==> src/rtl/irq_arbiter_ctrl.sv <==
`default_nettype none
// ============================================================================
// Module   : irq_arbiter_ctrl
// Brief    : Registers/masks 32 interrupt lines, picks a fixed-priority
//            winner, computes the mtvec trap vector and runs the core
//            request/take/ack handshake. Optional macro IRQ_LATCH_EN
//            selects sticky edge-latched pending bits instead of level mode.
// Revision : 1.0 - initial release
// ============================================================================
module irq_arbiter_ctrl #(
    parameter int                IRQ_W          = 32,
    parameter int                ID_W           = 5,
    parameter logic [IRQ_W-1:0]  IRQ_VALID_MASK = 32'hFFFF_0888,
    parameter int                VEC_ALIGN      = 8
) (
    input  logic              clk,
    input  logic              rst_n,
    input  logic [IRQ_W-1:0]  irq_i,
    input  logic [IRQ_W-1:0]  mie_i,
    input  logic              mstatus_mie_i,
    input  logic              mtvec_mode_i,
    input  logic [31:0]       mtvec_base_i,
    input  logic              core_take_i,
    output logic              irq_req_o,
    output logic [ID_W-1:0]   irq_req_id_o,
    output logic [31:0]       irq_vec_addr_o,
    output logic              irq_ack_o,
    output logic [ID_W-1:0]   irq_id_o,
    output logic [IRQ_W-1:0]  irq_pending_o
);

    localparam logic [31:0] VEC_BASE_MASK = ~((32'd1 << VEC_ALIGN) - 32'd1);

    typedef enum logic [1:0] {
        ST_IDLE = 2'd0,
        ST_REQ  = 2'd1,
        ST_ACK  = 2'd2
    } state_t;

    state_t             state_q, state_d;
    logic [IRQ_W-1:0]   pend_q,  pend_d;
    logic [ID_W-1:0]    id_q,    id_d;
    logic [31:0]        vec_q,   vec_d;
    logic [IRQ_W-1:0]   eligible;
    logic [ID_W-1:0]    winner;
    logic [31:0]        winner_vec;

    assign eligible = pend_q & mie_i;

    // Ascending scan so the highest set index is the last one written.
    always_comb begin
        winner = '0;
        for (int i = 0; i < IRQ_W; i++) begin
            if (eligible[i]) begin
                winner = ID_W'(i);
            end
        end
    end

    always_comb begin
        if (mtvec_mode_i) begin
            winner_vec = (mtvec_base_i & VEC_BASE_MASK)
                       | {{(32-ID_W-2){1'b0}}, winner, 2'b00};
        end else begin
            winner_vec = {mtvec_base_i[31:2], 2'b00};
        end
    end

`ifdef IRQ_LATCH_EN
    logic [IRQ_W-1:0] irq_prev_q, irq_prev_d;
    logic [IRQ_W-1:0] ack_clr;

    // A new rising edge in the ACK cycle must survive the clear.
    always_comb begin
        irq_prev_d = irq_i;
        ack_clr    = '0;
        if (state_q == ST_ACK) begin
            ack_clr = {{(IRQ_W-1){1'b0}}, 1'b1} << id_q;
        end
        pend_d = (pend_q & ~ack_clr) | (irq_i & ~irq_prev_q & IRQ_VALID_MASK);
    end

    always_ff @(posedge clk or negedge rst_n) begin
        if (!rst_n) begin
            irq_prev_q <= '0;
        end else begin
            irq_prev_q <= irq_prev_d;
        end
    end
`else
    always_comb begin
        pend_d = irq_i & IRQ_VALID_MASK;
    end
`endif

    always_comb begin
        state_d = state_q;
        id_d    = id_q;
        vec_d   = vec_q;
        case (state_q)
            ST_IDLE: begin
                if (mstatus_mie_i && (|eligible)) begin
                    state_d = ST_REQ;
                    id_d    = winner;
                    vec_d   = winner_vec;
                end
            end
            ST_REQ: begin
                if (core_take_i) begin
                    state_d = ST_ACK;
                end else if (!mstatus_mie_i || !eligible[id_q]) begin
                    state_d = ST_IDLE;
                end
            end
            ST_ACK:  state_d = ST_IDLE;
            default: state_d = ST_IDLE;
        endcase
    end

    always_ff @(posedge clk or negedge rst_n) begin
        if (!rst_n) begin
            state_q <= ST_IDLE;
            pend_q  <= '0;
            id_q    <= '0;
            vec_q   <= '0;
        end else begin
            state_q <= state_d;
            pend_q  <= pend_d;
            id_q    <= id_d;
            vec_q   <= vec_d;
        end
    end

    assign irq_req_o      = (state_q == ST_REQ);
    assign irq_req_id_o   = irq_req_o ? id_q  : '0;
    assign irq_vec_addr_o = irq_req_o ? vec_q : '0;
    assign irq_ack_o      = (state_q == ST_ACK);
    assign irq_id_o       = irq_ack_o ? id_q  : '0;
    assign irq_pending_o  = pend_q;

endmodule
`default_nettype wire

==> config.mk <==
export PLATFORM = sky130hd
export DESIGN_NAME = irq_arbiter_ctrl
export DESIGN_NICKNAME = d
export VERILOG_FILES = /design/src/rtl/irq_arbiter_ctrl.sv
export SDC_FILE = /design/constraint.sdc
export NUM_CORES = 1
export LEC_CHECK = 0
export CORE_MARGIN = 8
export CORE_UTILIZATION = 41
export CTS_BUF_LIST = sky130_fd_sc_hd__clkbuf_8
export DETAILED_ROUTE_END_ITERATION = 7
export PLACE_DENSITY = 0.89
export SKIP_CTS_REPAIR_TIMING = 1
export SYNTH_ARGS = -nofsm -noshare
export SYNTH_HDL_FRONTEND = slang
export SYNTH_SLANG_ARGS = --single-unit
==> constraint.sdc <==
create_clock -name clk -period 2.95 [get_ports clk]
set_input_delay 0.295 -clock clk [delete_from_list [all_inputs] [get_ports clk]]
set_output_delay 0.295 -clock clk [all_outputs]
set_load 0.03 [all_outputs]
### After elaboration in Yosys (flattened, before gate mapping)

Index checks and enable logic that the tools add are counted.

* register bits after elaboration: 58
* input port bits: 101
* logic and storage cells: 60

* magnitude comparators: 1
* eq/ne operators: 4
* multiplexer cells: 41
* bitwise logic cells: 2
* reductions and logical operators: 8

Operators by type and width (number)
* two-way mux 5 bit: 29
* two-way mux 32 bit: 2
* AND 32 bit: 1
* OR 32 x 7 -> 32 bit: 1
* OR reduction 32 bit: 1
* two-way mux 2 bit: 5
* < comparator 5 x 6 -> 1 bit (second input constant): 1
* binary-select mux 1 bit (select 5 bit): 1
* one-hot mux 2 bit (2 select lines): 1
* AND reduction 2 bit: 2
* two-way mux 3 bit: 1
* != test 3 x 2 -> 1 bit (second input constant): 1
* == test 2 x 1 -> 1 bit (second input constant): 1
* == test 2 bit (second input constant): 1
* logical NOT 1 bit: 2
* logical NOT 2 bit: 1
* two-way mux 1 bit: 2
* != test 2 bit (second input constant): 1
* logical AND 1 bit: 1
* logical OR 1 bit: 1

### Logic depth before layout (Yosys ltp)

Gate-level depths: netlist of the first run.

* depth after elaboration: 34
* depth in mapped cells: 8
* mapped depth without buffers: 6

### Least setup slack after synthesis of the first run

Ideal clock, no wire load.

* path kind: register to register
* start: register pend_q[16] (netlist: irq_pending_o[16])
* end: register vec_q[10]
* data arrival time: 1.938 ns
* setup slack: 0.884 ns
* cell stages (with the launch flop): 8
* buffers on the path: 2
* path through: dfrtp_1 a22o_1 nor4_2 and2b_1 a21o_2 buf_6 buf_6 mux2_1

* word-level cells in the longest chain between the ends: 4

Ends and longest elaborated chain
* start: declaration: line 41 `logic [IRQ_W-1:0] pend_q, pend_d;`
* start signal: assignment: line 128 `pend_q <= pend_d;`
* AND 32 bit: line 48 `assign eligible = pend_q & mie_i;`
* OR reduction 32 bit: line 102 `if (mstatus_mie_i && (|eligible)) begin`
* logical AND 1 bit: line 102
* AND reduction 2 bit (no source line)
* end signal: assignment: line 130 `vec_q <= vec_d;`
* end: declaration: line 43 `logic [31:0] vec_q, vec_d;`

Every way passes these cells.
A chain may end at the register's enable or synchronous reset.

### Worst setup path after layout of the first run

* start: register state_q[1]
* end: output port irq_vec_addr_o[22]

* word-level cells in the longest chain between the ends: 2

Ends and longest elaborated chain
* start: declaration: line 40 `state_t state_q, state_d;`
* start signal: assignment: line 127 `state_q <= state_d;`
* == test 2 x 1 -> 1 bit: line 134 `assign irq_req_o = (state_q == ST_REQ);`
* two-way mux 32 bit: line 136 `assign irq_vec_addr_o = irq_req_o ? vec_q : '0;`
* end: declaration: line 26 `output logic [31:0] irq_vec_addr_o,`

Every way passes these cells.

==> results of run 1 <==
## layout make-up
| class | count | area, um^2 | share of cell area, % |
|---|---|---|---|
| multi-input cells | 193 | 1246 | 29.66 |
| repair buffers | 137 | 1356 | 32.28 |
| flip-flops and latches | 56 | 1401 | 33.35 |
| well taps | 80 | 100.1 | 2.382 |
| inverters | 1 | 3.754 | 0.08934 |
| clock inverters | 2 | 11.26 | 0.2680 |
| clock buffers | 6 | 82.58 | 1.965 |
## routing by layer
layer	up-vias	share of wire, %
li1	1149	-
met1	1158	38
met2	111	50
met3	5	11
met4	0	0.83
met5	-	0
## power by group
group,switching [mW],leakage (nW),internal (mW)
clock,0.239,0.0486,0.188
sequential,0.128,0.658,0.926
combinational,0.506,1.04,0.476
## layout by cell type (no fill, tap or decap), types with 2 or more instances in the layout
cell	instances
a211oi_1	3
o21ai_0	14
dfrtp_1	56
o31ai_1	4
and2_1	42
a21oi_1	7
a31oi_1	3
nand2_1	28
a21o_1	2
clkdlybuf4s50_1	132
o211ai_1	4
inv_1	2
nand2b_1	2
nor2_1	8
a22oi_1	5
buf_4	4
conb_1	15
clkbuf_8	6
mux2_1	7
a22o_1	4
nand3_1	9
mux2_2	17
## registers in the layout, indices dropped and copies added, names as in the netlist
signal	flops
id_q	5
irq_pending_o	19
state_q	2
vec_q	30
## cells by family (layout without fill, tap and decap cells)
| family | count (synthesis) | count (layout) | share of synthesized area (%) |
|---|---|---|---|
| and+or+nand+nor | 98 | 98 | 18.75 |
| DFF | 56 | 56 | 50.25 |
| AOI/OAI and AO/OA | 55 | 55 | 13.32 |
| buffers and inverters | 31 | 146 | 7.043 |
| muxes | 25 | 25 | 10.50 |
| other | 1 | 15 | 0.1345 |
## through the flow
stage,power (mW),util (%)
4_1_cts,2.495,62.88
6_report,2.463,62.88
2_1_floorplan,1.660,-
3_3_place_gp,2.030,61.48
5_1_grt,2.611,62.88
3_5_place_dp,2.060,61.48
## critical path: stages, from the launching register on
cell             delay [ps]
dfrtp_1                 410
nor2b_2                 210
buf_4                   300
and2_1                  170
clkdlybuf4s50_1         680
## how the worst max path moves through the flow
stage	slack, ps	from	to
after floorplan	880	irq_pending_o[16]	vec_q[10]
after global routing	390	state_q[1]	irq_vec_addr_o[28]
after global placement	510	mie_i[29]	vec_q[20]
after CTS	520	state_q[1]	irq_vec_addr_o[4]
after detailed placement	450	mie_i[29]	vec_q[20]
final	560	state_q[1]	irq_vec_addr_o[22]
==> qor.yml, run 1 <==
status:
  run_status: "finished clean"
timing:
  hold_viol: 0
  final.min_clock_period_ps: 2387
  achievable-frequency_mhz: 418.9
  worstMarginPinSlew_ps: 1047
  grt_setup_unrepaired: "false"
  setup_violations: 0
  setup_clock_skew_after_layout_ps: 8.054
  fin_crit_sh_pct: 80.92
  timing.hold.ws_ps: 167.3
  finalWorstSetupSlack_ps: 562.9
  timing.slew.headroom_pct: 30.17
  count_of_final_max_slew_check_failures: 0
  setup-tns-final_ps: 0
yosys:
  synth-seq-area-share_pct: 50.25
  yosysMostFrequentCell: "dfrtp_1"
  synth_async_sr_flop_share_pct: 100.0
  synth_cell_type_count: 41
  netlist.top_cell.by_area: "dfrtp_1"
  ys_warn_count: 0
  ys_ff_latch: 56
  ys_top_cells_by_area: "dfrtp_1 50%, and2_1 9.4%, mux2_2 6.9%"
  synthesis.area_um2: 2789
  number_of_instances_in_the_synthesized_netlist: 266
  synth_enable_flop_cells: 0
  synth_commonest_cells: "56 x dfrtp_1, 42 x and2_1, 28 x nand2_1"
  syn_area_cell_um2: 10.48
  synth_ff_type: "dfrtp_1"
  synth_largest_type_area_fraction_pct: 50.25
job:
  max_cap_viol_count: 0
global_route:
  grt_start_max_net_pins: 48
  first_global_vias: 2550
  antenna_found_initial: 0
  global_route.usage.met1_pct: 17.68
  groute.layer.met3.usage_pct: 7.822
  met2_use_gr_pct: 28.47
  groute.usage.overall_pct: 16.39
  gr-max-usage-layer: "met2"
  grt_first_pass_wirelength_um: 13010
  grt.overflow.total: 0
die:
  num_rows: 30
  chipHeight_um: 98.48
  design.die.area_um2: 9697
  pin_count: 177
  core_region_area_um2: 6681
  chipWidth_um: 98.48
  start_util_pct: 41.74
route:
  detail_route.first_pass.iterations: 4
  wl_per_cell_um: 16.42
  detail_route.drc_violations: 0
  total_via_count_in_the_routed_design: 2423
  detail-route-antenna-nets: 0
  post_drt_via_cell_ratio: 5.101
  wirelength_um: 7798
  dr.first_iter.drc_count: 88
worst_setup_path:
  path_class: "reg2out"
  worstSetupEndpointType: "output port"
  crit_arrival_ps: 2090
  timing.critical_path.from_type: "register"
  r2r-end: "vec_q[20]"
  worst-endpoint-required_ps: 2650
  largest_fanout_of_any_net_on_the_critical_path: 32
  worst_r2r_startpoint: "irq_pending_o[16]"
  r2r.worst_path.cells: 6
  r2r_setup_slack_ps: 770
power:
  vdd.ir_drop.worst_mv: 0.3072
  leakagePower_nw: 1.749
  power_density_nw_per_um2: 586.2
cts:
  cts_max_path_buffers: 2
  cts-root-buf: "clkbuf_8"
  cts_tree: "yes"
  number_of_buffers_created_by_cts: 5
  insertion_delay_ps: 310
  cts.sinks: 56
  clock_pin_slew_of_the_registers_on_the_worst_case_setup_and_hold_paths_ps: 100
  cts_max_level: 2
cells_and_area:
  num-fill-cells: 545
  antenna-diode-count: 0
  layoutNonFillerInstCount: 475
  final_layout_size_suffix_gt1_share_pct: 8.608
  synthToLayoutAreaGrowth_pct: 50.65
  nets: 495
  final_area_um2: 4202
placed_design:
  dp_worst_setup_slack_ps: 447.3
  hpwlAfterDp_um: 6280
  numPortBuffers: 133
  dpl.cell_count: 467
  rd_place_congestion: 0.8002
  place_area_um2: 4108
worst_hold_path:
  min_path_type: "in2async"
Note: power is estimated with default switching activity, not from simulation.
==> run 2, diff against run 1 <==
--- a/config.mk
+++ b/config.mk
@@ -6,10 +6,10 @@
 export NUM_CORES = 1
 export LEC_CHECK = 0
 export CORE_MARGIN = 8
-export CORE_UTILIZATION = 41
+export CORE_UTILIZATION = 38
 export CTS_BUF_LIST = sky130_fd_sc_hd__clkbuf_8
 export DETAILED_ROUTE_END_ITERATION = 7
-export PLACE_DENSITY = 0.89
+export PLACE_DENSITY = 0.83
 export SKIP_CTS_REPAIR_TIMING = 1
 export SYNTH_ARGS = -nofsm -noshare
 export SYNTH_HDL_FRONTEND = slang
==> constraint.sdc (replaced) <==
create_clock -name clk -period 2.5 [get_ports clk]
set_input_delay 0.25 -clock clk [delete_from_list [all_inputs] [get_ports clk]]
set_output_delay 0.25 -clock clk [all_outputs]
set_load 0.03 [all_outputs]
==> qor.yml, run 2 (same netlist as run 1, synthesis figures left out) <==
placed_design:
  place_area_um2: 4174  # +1.6%
  numPortBuffers: 133  # unchanged
  rd_place_congestion: 0.7601  # -5.0%
  hpwlAfterDp_um: 6510  # +3.7%
  dpl.cell_count: 490  # +4.9%
route:
  dr_wl_met3_um: 961  # +12%
  wirelength_um: 7942  # +1.8%
  detail_route.drc_violations: 0  # unchanged
  total_via_count_in_the_routed_design: 2418  # -0.21%
  top_layer: "met4"
  dr.first_iter.drc_count: 110  # +25%
  route.met2.wl_um: 3834  # -1.2%
  routedLengthMet1_um: 3091  # +3.3%
  detail-route-antenna-nets: 0  # unchanged
  post_drt_via_cell_ratio: 4.855  # -4.8%
  detail_route.first_pass.iterations: 4  # unchanged
  wl_per_cell_um: 15.95  # -2.9%
die:
  start_util_pct: 38.87  # -2.9 points
  chipWidth_um: 101.7  # +3.2%
  design.die.area_um2: 10340  # +6.6%
  core_region_area_um2: 7176  # +7.4%
  chipHeight_um: 101.7  # +3.2%
  num_rows: 31  # +3.3%
  pin_count: 177  # unchanged
status:
  failed_checks: "negative hold slack"
  run_status: "complete, but fails checks"
cts:
  cts.sinks: 56  # unchanged
  clock_pin_slew_of_the_registers_on_the_worst_case_setup_and_hold_paths_ps: 100  # about the same
  cts_max_level: 2  # unchanged
  insertion_delay_ps: 310  # about the same
  cts_max_path_buffers: 2  # unchanged
  cts-root-buf: "clkbuf_8"
  number_of_buffers_created_by_cts: 5  # unchanged
  cts_tree: "yes"
power:
  vdd.ir_drop.worst_mv: 0.3160  # +2.9%
  leakagePower_nw: 1.775  # +1.5%
  power_density_nw_per_um2: 679.3  # +16%
cells_and_area:
  mostFrequentLayoutCell: "clkdlybuf4s50_1"
  final_area_um2: 4259  # +1.4%
  antenna-diode-count: 0  # unchanged
  top_register: "vec_q"
  final_layout_size_suffix_gt1_share_pct: 9.273  # +0.67 points
  num-fill-cells: 605  # +11%
  synthToLayoutAreaGrowth_pct: 52.71
  nets: 499  # +0.81%
  number_of_flip_flops_in_the_largest_register: 30  # unchanged
  layout.cells.most_common_list: "132 x clkdlybuf4s50_1, 56 x dfrtp_1, 42 x and2_1, 28 x nand2_1, 17 x mux2_2"
  utilization_pct: 59.35  # -3.5 points
  layoutNonFillerInstCount: 498  # +4.8%
worst_setup_path:
  worst_r2r_startpoint: "irq_pending_o[16]"
  path_class: "reg2out"
  worstSetupEndpointType: "output port"
  r2r-end: "vec_q[11]"
  timing.critical_path.from_type: "register"
  r2r.worst_path.cells: 6  # unchanged
  largest_fanout_of_any_net_on_the_critical_path: 33  # +3.1%
  r2r_setup_slack_ps: 400  # -370 ps
  worst-endpoint-required_ps: 2250  # -400 ps
  crit_arrival_ps: 2070  # -20 ps
worst_hold_path:
  min_path_type: "in2async"
global_route:
  grt_start_max_net_pins: 34  # -29%
  grt.overflow.total: 0  # unchanged
  grt_first_pass_wirelength_um: 12240  # -5.9%
  groute.usage.overall_pct: 15.07  # -1.3 points
  antenna_found_initial: 0  # unchanged
  first_global_vias: 2489  # -2.4%
timing:
  setup_clock_skew_after_layout_ps: 12.65  # +4.594 ps
  count_of_final_max_slew_check_failures: 0  # unchanged
  worstMarginPinSlew_ps: 722.7  # -324.8 ps
  final.min_clock_period_ps: 2320
  timing.hold.ws_ps: -10.26  # -177.5 ps
  setup_violations: 0  # unchanged
  setup-tns-final_ps: 0  # unchanged
  fin_crit_sh_pct: 92.80
  timing.slew.headroom_pct: 51.82  # +22 points
  grt_setup_unrepaired: "false"
  achievable-frequency_mhz: 431.0
  hold_viol: 27  # +27
job:
  max_cap_viol_count: 0  # unchanged
==> run 2: changes by cell type in the layout (fill, tap and decap cells not counted), sizes merged <==
cell	change
clkinvlp	-1
inv	+1
buf	+4
clkbuf	-1
clkinv	+1
==> run 2: layout make-up <==
cell class | instances | area [um^2] | area share [%]
sequential | 56 | 1401 | 32.90
timing repair buffer | 141 | 1399 | 32.84
multi-input combinational | 193 | 1246 | 29.26
tap | 99 | 123.9 | 2.908
clock buffer | 5 | 68.82 | 1.616
clock inverter | 3 | 16.27 | 0.3819
inverter | 1 | 3.754 | 0.08813
==> run 2: per-stage QoR <==
stage	setup WS [ps]	power (mW)
final	180.0	2.893
after global routing	41.50	3.060
after CTS	133.1	2.927
after detailed placement	142.2	2.450
after global placement	183.6	2.417
after floorplan	434.2	1.959
==> run 2: worst max-delay path, cell delays in order (launching register included) <==
cell and delay (ps):
dfrtp_1 410, nor2b_2 190, buf_4 300, and2_1 170, clkdlybuf4s50_1 680
==> run 2: how the worst max path moves through the flow <==
stage,from,endpoint,slack (ps),cells past startpoint
floorplan,irq_pending_o[16],vec_q[10],430,7
global placement,mie_i[18],vec_q[9],180,7
detailed placement,mie_i[18],vec_q[11],140,7
CTS,state_q[0],irq_req_id_o[1],130,4
global route,state_q[0],irq_vec_addr_o[26],40,4
finish,state_q[1],irq_vec_addr_o[26],180,4
==> run 2: report_power, final <==
group          leakage, nW  internal [mW]  switching [mW]
logic                 1.07          0.575           0.600
registers            0.658           1.09           0.149
clock network       0.0507          0.193           0.284
total                 1.78           1.86            1.03
==> run 2: routing by layer <==
metal	global-route usage, %	vias up
li1	-	1158
met1	15.98	1147
met2	26.66	107
met3	6.804	6
met4	3.322	0
met5	0	-
==> run 3, diff against run 2 <==
--- a/config.mk
+++ b/config.mk
@@ -6,10 +6,10 @@
 export NUM_CORES = 1
 export LEC_CHECK = 0
 export CORE_MARGIN = 8
-export CORE_UTILIZATION = 38
+export CORE_UTILIZATION = 34
 export CTS_BUF_LIST = sky130_fd_sc_hd__clkbuf_8
 export DETAILED_ROUTE_END_ITERATION = 7
-export PLACE_DENSITY = 0.83
+export PLACE_DENSITY = 0.79
 export SKIP_CTS_REPAIR_TIMING = 1
 export SYNTH_ARGS = -nofsm -noshare
 export SYNTH_HDL_FRONTEND = slang
==> constraint.sdc (replaced) <==
create_clock -name clk -period 2.1 [get_ports clk]
set_input_delay 0.21 -clock clk [delete_from_list [all_inputs] [get_ports clk]]
set_output_delay 0.21 -clock clk [all_outputs]
set_load 0.03 [all_outputs]
==> qor.yml, run 3 (same netlist as run 1, synthesis figures left out) <==
cts:
  cts_max_level: 2  # unchanged
  cts_max_path_buffers: 2  # unchanged
  cts_tree: "yes"
  cts.sinks: 56  # unchanged
  insertion_delay_ps: 310  # about the same
  number_of_buffers_created_by_cts: 5  # unchanged
  clock_pin_slew_of_the_registers_on_the_worst_case_setup_and_hold_paths_ps: 100  # about the same
  cts-root-buf: "clkbuf_8"
cells_and_area:
  layout.cells.most_common_list: "97 x clkdlybuf4s50_1, 56 x dfrtp_1, 42 x and2_1, 35 x dlymetal6s2s_1, 30 x buf_4"
  utilization_pct: 57.16  # -2.2 points
  top_register: "vec_q"
  number_of_flip_flops_in_the_largest_register: 30  # unchanged
  final_area_um2: 4626  # +8.6%
  multi_input_comb_area_um2: 1249  # +0.20%
  mostFrequentLayoutCell: "clkdlybuf4s50_1"
  final_layout_size_suffix_gt1_share_pct: 15.26  # +6.0 points
  num-fill-cells: 693  # +15%
  register_area_um2: 1401  # unchanged
  nets: 526  # +5.4%
  antenna-diode-count: 0  # unchanged
  synthToLayoutAreaGrowth_pct: 65.86
route:
  detail_route.drc_violations: 0  # unchanged
  total_via_count_in_the_routed_design: 2536  # +4.9%
  detail_route.first_pass.iterations: 4  # unchanged
  dr.first_iter.drc_count: 76  # -31%
  post_drt_via_cell_ratio: 4.776  # -1.6%
  detail-route-antenna-nets: 0  # unchanged
  wl_per_cell_um: 15.72  # -1.4%
  wirelength_um: 8346  # +5.1%
power:
  post-layout-total-power_mw: 3.666  # +27%
  leakagePower_nw: 2.495  # +41%
  vdd.ir_drop.worst_mv: 0.4753  # +50%
  power_density_nw_per_um2: 792.6  # +17%
status:
  run_status: "finished clean"
placed_design:
  hpwlAfterDp_um: 6629  # +1.8%
  numPortBuffers: 133  # unchanged
  place_area_um2: 4407  # +5.6%
  rd_place_congestion: 0.8209  # +8.0%
timing:
  hold_viol: 0  # -100%
  setup_clock_skew_after_layout_ps: 9.436  # -3.213 ps
  timing.hold.ws_ps: 326.6  # +336.9 ps
  setup_violations: 0  # unchanged
  fin_crit_sh_pct: 97.53
  achievable-frequency_mhz: 488.2
  setup-tns-final_ps: 0  # unchanged
  count_of_final_max_slew_check_failures: 0  # unchanged
  final.min_clock_period_ps: 2048
worst_setup_path:
  delay_of_the_slowest_cell_on_the_worst_path_ps: 430  # -250 ps
  crit_arrival_ps: 2250  # +180 ps
  largest_fanout_of_any_net_on_the_critical_path: 20  # -39%
  cell_with_the_biggest_individual_delay_on_the_critical_path: "dfrtp_1"
  timing.critical_path.from_type: "register"
  worst_r2r_startpoint: "irq_pending_o[20]"
  r2r-end: "vec_q[24]"
  crit_chain: "a22o_1 -> nor4_2 -> and2b_1 -> a21o_2 -> buf_12 -> mux2_2"
  r2r_setup_slack_ps: 50  # -350 ps
  worst-endpoint-required_ps: 2300  # +50 ps
  worstSetupEndpointType: "register"
  path_class: "reg2reg"
  r2r.worst_path.cells: 6  # unchanged
global_route:
  first_global_vias: 2749  # +10%
  grt_first_pass_wirelength_um: 13470  # +10%
  groute.usage.overall_pct: 14.50  # -0.57 points
  grt.overflow.total: 0  # unchanged
  antenna_found_initial: 0  # unchanged
  grt_start_max_net_pins: 57  # +68%
die:
  pin_count: 177  # unchanged
  core_region_area_um2: 8093  # +13%
  design.die.area_um2: 11360  # +9.9%
  chipWidth_um: 106.6  # +4.8%
  chipHeight_um: 106.6  # +4.8%
  num_rows: 33  # +6.5%
  start_util_pct: 34.46  # -4.4 points
worst_hold_path:
  hold_path_depth: 1
  min_path_type: "in2reg"
  hold-path-endpoint: "irq_pending_o[24]"
  timing.hold.worst.start: "irq_i[24]"
job:
  max_cap_viol_count: 0  # unchanged
-- run 3: how the worst max path moves through the flow --
stage | from | end | cells after the start
5_1_grt | irq_pending_o[20] | vec_q[24] | 6
2_1_floorplan | irq_pending_o[16] | vec_q[10] | 7
6_report | irq_pending_o[20] | vec_q[24] | 6
3_3_place_gp | mie_i[16] | vec_q[24] | 7
4_1_cts | state_q[1] | irq_vec_addr_o[25] | 4
3_5_place_dp | mie_i[16] | vec_q[24] | 7
-- run 3: layout make-up --
class	instances	area share (%)
clock inverters	3	0.9197
clock buffers	5	1.488
well taps	105	2.840
flip-flops and latches	56	30.29
inverters	1	0.08115
multi-input cells	193	26.99
repair buffers	168	37.38
-- run 3: power breakdown --
part	total, mW	leakage (nW)	internal (mW)	switching [mW]
clock	0.708	0.0599	0.356	0.351
sequential	1.44	0.658	1.30	0.134
combinational	1.52	1.78	0.739	0.784
-- run 3: per-stage QoR --
step / worst slack, ps / std cells
floorplan: 34.20 / 280
global placement: -90.08 / 521
detailed placement: -157.5 / 521
CTS: -128.3 / 529
global route: -0.08171 / 531
finish: 51.80 / 531
-- run 3: critical path, delay by kind of cell (launching register included) --
kind / cells / cell delay (ps)
multiplexers: 1 / 350
flip-flops: 1 / 430
buffers and inverters: 1 / 170
AND/OR/NAND/NOR: 2 / 510
AO/OA/AOI/OAI: 2 / 470
-- run 3: metal layers --
layer  track usage [%]  part of all wire, %  vias to the layer above
met5                 0                    0                        -
met4             3.015                 0.81                        0
met3             5.819                   11                        5
met2             25.27                   50                      108
met1             16.32                   38                     1212
li1                  -                    -                     1211
